`src/rtl/spi_pkg.sv`:
```
// spi_pkg: shared FSM state encoding and byte width for the SPI burst sequencer
package spi_pkg;
  localparam int SPI_BYTE_W = 8;
  typedef enum logic [2:0] {IDLE, LOAD, SEND, WAIT_RX, DONE} state_t;
endpackage

```
`src/rtl/spi_byte_fifo.sv`:
```
// spi_byte_fifo: synchronous show-ahead byte FIFO with occupancy count
// Ports: clk, rst_n (sync, active low), wr/din push, rd/dout pop (dout is the head),
//        full, empty, count (occupancy, never exceeds DEPTH).
module spi_byte_fifo import spi_pkg::*; #(
  parameter int DEPTH = 16,
  parameter int CNT_W = 5
) (
  input  logic                  clk,
  input  logic                  rst_n,
  input  logic                  wr,
  input  logic [SPI_BYTE_W-1:0] din,
  input  logic                  rd,
  output logic [SPI_BYTE_W-1:0] dout,
  output logic                  full,
  output logic                  empty,
  output logic [CNT_W-1:0]      count
);
  localparam int PW = $clog2(DEPTH);
  logic [SPI_BYTE_W-1:0] mem [DEPTH];
  logic [PW-1:0] wp, rp;
  logic push, pop;
  assign push  = wr && !full;
  assign pop   = rd && !empty;
  assign full  = count == CNT_W'(DEPTH);
  assign empty = count == '0;
  // Head is forced to zero when empty so the output is defined straight out of reset.
  assign dout  = empty ? '0 : mem[rp];
  always_ff @(posedge clk) begin
    if (!rst_n) begin
      wp    <= '0;
      rp    <= '0;
      count <= '0;
    end else begin
      if (push) wp <= wp + PW'(1);
      if (pop) rp <= rp + PW'(1);
      count <= count + CNT_W'(push) - CNT_W'(pop);
    end
  end
  always_ff @(posedge clk) if (push) mem[wp] <= din;
endmodule

```
`src/rtl/spi_burst_sequencer.sv`:
```
// spi_burst_sequencer: feeds a host-loaded byte burst to an SPI master one transaction at a time
// Ports: host TX FIFO (i_TX_Wr/i_TX_Data/o_TX_Full/o_TX_Count), host RX FIFO (i_RX_Rd/o_RX_Data/
//        o_RX_Empty), burst control (i_Start/i_Len/i_CPOL/i_CPHA -> o_Busy/o_Done/o_Err/o_RX_Ovf),
//        master side (o_CPOL/o_CPHA, o_Master_TX_Byte/o_Master_TX_DV/i_Master_TX_Ready,
//        i_Master_RX_DV/i_Master_RX_Byte). Sync active-low reset i_Rst_L.
module spi_burst_sequencer import spi_pkg::*; #(
  parameter int FIFO_DEPTH = 16,
  parameter int LEN_W      = 5
) (
  input  logic                  i_Clk,
  input  logic                  i_Rst_L,
  input  logic                  i_TX_Wr,
  input  logic [SPI_BYTE_W-1:0] i_TX_Data,
  output logic                  o_TX_Full,
  output logic [LEN_W-1:0]      o_TX_Count,
  input  logic                  i_RX_Rd,
  output logic [SPI_BYTE_W-1:0] o_RX_Data,
  output logic                  o_RX_Empty,
  input  logic                  i_Start,
  input  logic [LEN_W-1:0]      i_Len,
  input  logic                  i_CPOL,
  input  logic                  i_CPHA,
  output logic                  o_Busy,
  output logic                  o_Done,
  output logic                  o_Err,
  output logic                  o_RX_Ovf,
  output logic                  o_CPOL,
  output logic                  o_CPHA,
  output logic [SPI_BYTE_W-1:0] o_Master_TX_Byte,
  output logic                  o_Master_TX_DV,
  input  logic                  i_Master_TX_Ready,
  input  logic                  i_Master_RX_DV,
  input  logic [SPI_BYTE_W-1:0] i_Master_RX_Byte
);
  state_t state, next;
  logic [LEN_W-1:0] rem, rx_level_unused;
  logic [SPI_BYTE_W-1:0] tx_head;
  logic tx_empty, rx_full, tx_pop, rx_push, accept, err;
  assign accept  = state == IDLE && i_Start && i_Len != '0 && i_Len <= o_TX_Count;
  assign tx_pop  = state == LOAD && !tx_empty;
  assign rx_push = state == WAIT_RX && i_Master_RX_DV;
  assign o_Busy  = state != IDLE;
  assign o_Done  = state == DONE;
  assign o_Err   = err;
  assign o_Master_TX_DV = state == SEND && i_Master_TX_Ready;
  spi_byte_fifo #(.DEPTH(FIFO_DEPTH), .CNT_W(LEN_W)) u_tx (
    .clk(i_Clk), .rst_n(i_Rst_L), .wr(i_TX_Wr), .din(i_TX_Data), .rd(tx_pop),
    .dout(tx_head), .full(o_TX_Full), .empty(tx_empty), .count(o_TX_Count)
  );
  spi_byte_fifo #(.DEPTH(FIFO_DEPTH), .CNT_W(LEN_W)) u_rx (
    .clk(i_Clk), .rst_n(i_Rst_L), .wr(rx_push), .din(i_Master_RX_Byte), .rd(i_RX_Rd),
    .dout(o_RX_Data), .full(rx_full), .empty(o_RX_Empty), .count(rx_level_unused)
  );
  always_ff @(posedge i_Clk) state <= !i_Rst_L ? IDLE : next;
  always_comb begin
    next = state;
    case (state)
      IDLE:    next = accept ? LOAD : IDLE;
      LOAD:    next = SEND;
      SEND:    next = i_Master_TX_Ready ? WAIT_RX : SEND;
      WAIT_RX: next = !i_Master_RX_DV ? WAIT_RX : rem == LEN_W'(1) ? DONE : LOAD;
      DONE:    next = IDLE;
      default: next = IDLE;
    endcase
  end
  always_ff @(posedge i_Clk) begin
    if (!i_Rst_L) begin
      rem              <= '0;
      err              <= 1'b0;
      o_RX_Ovf         <= 1'b0;
      o_CPOL           <= 1'b0;
      o_CPHA           <= 1'b0;
      o_Master_TX_Byte <= '0;
    end else begin
      err <= state == IDLE && i_Start && !accept;
      if (accept) begin
        rem      <= i_Len;
        o_CPOL   <= i_CPOL;
        o_CPHA   <= i_CPHA;
        o_RX_Ovf <= 1'b0;
      end
      if (tx_pop) o_Master_TX_Byte <= tx_head;
      // A returned byte always consumes one burst slot, even when it is dropped.
      if (rx_push) begin
        rem <= rem - LEN_W'(1);
        if (rx_full) o_RX_Ovf <= 1'b1;
      end
    end
  end
endmodule
```
`config.mk`:
```
export PLATFORM = sky130hd
export DESIGN_NAME = spi_burst_sequencer
export DESIGN_NICKNAME = d
export VERILOG_FILES = /design/src/rtl/spi_pkg.sv /design/src/rtl/spi_byte_fifo.sv /design/src/rtl/spi_burst_sequencer.sv
export SDC_FILE = /design/constraint.sdc
export NUM_CORES = 1
export LEC_CHECK = 0
export ABC_CLOCK_PERIOD_IN_PS = 6470
export CAP_MARGIN = 20
export CORE_ASPECT_RATIO = 0.5
export CORE_MARGIN = 5
export CORE_UTILIZATION = 50
export CTS_CLUSTER_DIAMETER = 120
export DETAILED_ROUTE_END_ITERATION = 10
export HOLD_SLACK_MARGIN = 0.12
export PLACE_DENSITY_LB_ADDON = 0.05
export SETUP_SLACK_MARGIN = 0.3
export SYNTH_ARGS = -nofsm -noshare
export SYNTH_HDL_FRONTEND = slang
export SYNTH_SLANG_ARGS = --single-unit
export TNS_END_PERCENT = 1
```
`constraint.sdc`:
```
create_clock -name i_Clk -period 6.47 [get_ports i_Clk]
set_input_delay 1.294 -clock i_Clk [delete_from_list [all_inputs] [get_ports i_Clk]]
set_output_delay 1.294 -clock i_Clk [all_outputs]
set_load 0.02 [all_outputs]
```
==> impl_results.md <==
* Status: finished clean
* Worst path max stage delay at approximately 0.59 ns
* CTS H-tree depth at 1
* Critical path buffer and inverter count at 2
* Req. time, crit path at 5.18 ns
* Setup TNS at 0 ns
* Worst R2R End: u_rx.count[4]
* Die width at approximately 230 um
* Commonest non-fill, non-tap cell in the layout: edfxtp_1
* Hold Path Class: flop to flop
* FF-to-FF path depth at 12
* Met3 Wirelength at around 860 um
* Top cell type by total area after synthesis: edfxtp_1
* FF+latch count, synth at around 310
* Initial antenna violation count at 0
* Share of flip-flops with an asynchronous set or reset at 0%
* Filler instances at approximately 1,800
* WL per Instance at about 21 um
* Commonest cells after routing, fill and taps aside: edfxtp_1, mux4_2, clkdlybuf4s50_1
* Skew-Pair Late Insertion Delay at 0.54 ns
* Fmax at between 0.2 and 0.25 GHz
* RSZ-0062 raised after global routing: false
* Cells after Synth at between 700 and 800
* Initial Util at approximately half
* CTS buffer count at 26
* Actual slew at the worst max-slew pin at 1.12 ns
* Dominant synthesized flop cell: edfxtp_1
* Slowest cell on the critical path: clkdlybuf4s50_1
* Max_slew headroom at around 25%
* Layout cells sized above 1 at 15.9%
* Vias at 6,270
* Leakage at around 0.0045 uW
* Mapped Area at 12,400 um^2
* GP Congestion at 0.802
* Initial DRC Count at ~350
* Vias in the first global route at ~6,600
* CP max FO at 32
* I/O Pins at 60
* # hold bufs at CTS at 0
* CTS sink count at a little over 300
* Final nets at between 800 and 900
* Clock transition at the registers of the reported paths at 0.07 ns
* Deepest clock path buffer count at 3
* Area added between synthesis and finish at 15.1%
* GRT Total Usage at between 10% and 20%
* Root buffer cell: clkbuf_16
* Highest routed layer: met4
* Final Hold Viols at 0
* Fin util at 58.9%
* Min-delay src: o_CPOL
* DRT Wirelength at 23,900 um
* Drt first pass iters at 4
* Synth area leaders: edfxtp_1, mux4_2, dfxtp_1, ha_1, mux2i_1
* Via density at between 5 and 6
* DP HPWL at roughly 15,000 um
* Hold EP: o_CPOL
* Tcrit/Tclk final at between 60% and 70%
* Largest delay share family, worst path: buffers and inverters
* Yosys top cell area share at between 60% and 70%
* First-pass GRT wire length at between 30,000 and 40,000 um
* Distinct cells, synth at 53
* Max-slew violations at 0
* Number of cells upsized or downsized after cts at 0
* Global route overflow at 0
* Synthesized area per cell at 17.4 um^2
* Die height at about 120 um
* Final min period at 4.32 ns
* Routed wl met2 at roughly 12,000 um
* Post-Place Cells at between 1,000 and 1,500
* DRC Markers at 0
* Total die area at 28,200 um^2
* Min-Delay Path Depth at 2
* Cells along the critical path: buf_4, mux4_2, mux2i_1, o22ai_1, clkdlybuf4s50_1
* PD cells at approximately 350 nW/um^2
* Critical path class: flop to primary output
* Core Area at ~24,000 um^2
* Syn nets at ~770
* Worst Path Arrival at roughly 3.0 ns
* CTS tree: built
* Critical path endpoint category: primary output
* Clock Skew at between 0.02 and 0.025 ns
* Peak supply drop at ~210 uV
* Reg2reg setup slack at around 3.3 ns
* Port Buffers at a little under 60
* Origin of the critical flop-to-flop path: u_rx.count[3]
* Final setup fails at 0
* Post-DRT Antenna Nets at 0
* DRT met1 WL at 10,300 um
* MaxCap Viol Count at 0
* Postcts setup bufs at 0
* Antenna cells at 0
* Layout Cells excl Fill at ~1,100
* Post-synth EDFFs at 256
* Critical Path Start Type: flop
* Yosys warns at 0
* Seq/Total Area, Yosys at ~70%
* Num rows at 40
* Largest net degree at the start of global routing at 36
-- registers in the layout, summed over array words and instances (netlist names), named ones only --
signal	cells
u_rx.mem	128
u_tx.mem	128
o_Master_TX_Byte	8
rem	5
u_rx.count	5
u_tx.count	5
u_rx.rp	4
u_rx.wp	4
u_tx.rp	4
u_tx.wp	4
state	3
o_CPHA	1
o_CPOL	1
o_Err	1
o_RX_Ovf	1
-- worst register-to-register path: stages (launching register included) --
cell	delay, ns
dfxtp_1	0.32
inv_1	0.08
ha_1	0.16
nor4b_1	0.61
nor2b_1	0.26
ha_1	0.35
inv_1	0.04
ha_1	0.23
fa_1	0.41
a21oi_1	0.14
nor2_1	0.06
or3_1	0.34
a21oi_1	0.14
-- metal layers --
layer | up-vias | track usage, %
met5 | - | 0
met4 | 0 | 3.02
met3 | 33 | 3.09
met2 | 106 | 31.3
met1 | 3223 | 23.2
li1 | 2908 | -
-- where the power goes --
part	internal (uW)	switching (uW)	leakage, uW
sequential	2220	66.3	0.00271
combinational	516	569	0.00139
clock	973	678	0.000443
total	3710	1310	0.00455
-- cells by family (layout without fill, tap and decap cells) --
logic type / Yosys count / after routing / synth area share, %
multiplexers: 100 / 100 / 14.6
AND/OR/NAND/NOR: 141 / 141 / 5.56
adder cells (fa/ha/maj): 31 / 31 / 3.26
flip-flops: 306 / 306 / 70.2
buffers and inverters: 64 / 148 / 2.16
XOR/XNOR: 19 / 19 / 1.34
AO/OA/AOI/OAI: 52 / 52 / 2.92
-- cells in the mapped netlist (all sizes together), types with 11 or more instances --
cell type  instances
a21oi             11
dfxtp             50
ha                29
nor3              12
nand3             14
inv               25
nand2             26
buf               16
xor2              12
mux4              64
mux2i             36
nor2              57
clkbuf            21
edfxtp           256
-- worst max-delay path by stage --
stage	from	to	slack (ns)	depth (start not counted)
4_1_cts	flop	o_RX_Data[1]	2.12	5
6_report	flop	o_RX_Data[1]	2.15	5
3_5_place_dp	i_Master_RX_DV	u_rx.mem[2][7]	2.28	5
5_1_grt	flop	o_RX_Data[1]	1.99	5
3_3_place_gp	i_Master_RX_DV	u_rx.mem[0][4]	2.37	5
2_1_floorplan	i_Master_TX_Ready	o_Master_TX_DV	3.10	1
-- layout make-up --
cell class              count  area (um^2)  share of cell area, %
flip-flops and latches    306         8690                   61.0
well taps                 336          420                   2.95
clock buffers              37          754                   5.30
multi-input cells         343         3430                   24.1
inverters                  27          103                  0.720
clock inverters            11          155                   1.09
repair buffers             73          691                   4.85
-- metrics by stage --
stage / hold slack, ns / worst slack (ns) / cell area [um^2] / power, uW
after global routing: 0.477 / 1.99 / 14200 / 5290
final: 0.465 / 2.15 / 14200 / 5030
after global placement: 0.450 / 2.37 / 13300 / 3420
after detailed placement: 0.453 / 2.28 / 13300 / 3440
after CTS: 0.463 / 2.12 / 14200 / 5090
after floorplan: 0.461 / 3.10 / 12400 / 3080
(Power assumes the default switching activity.)
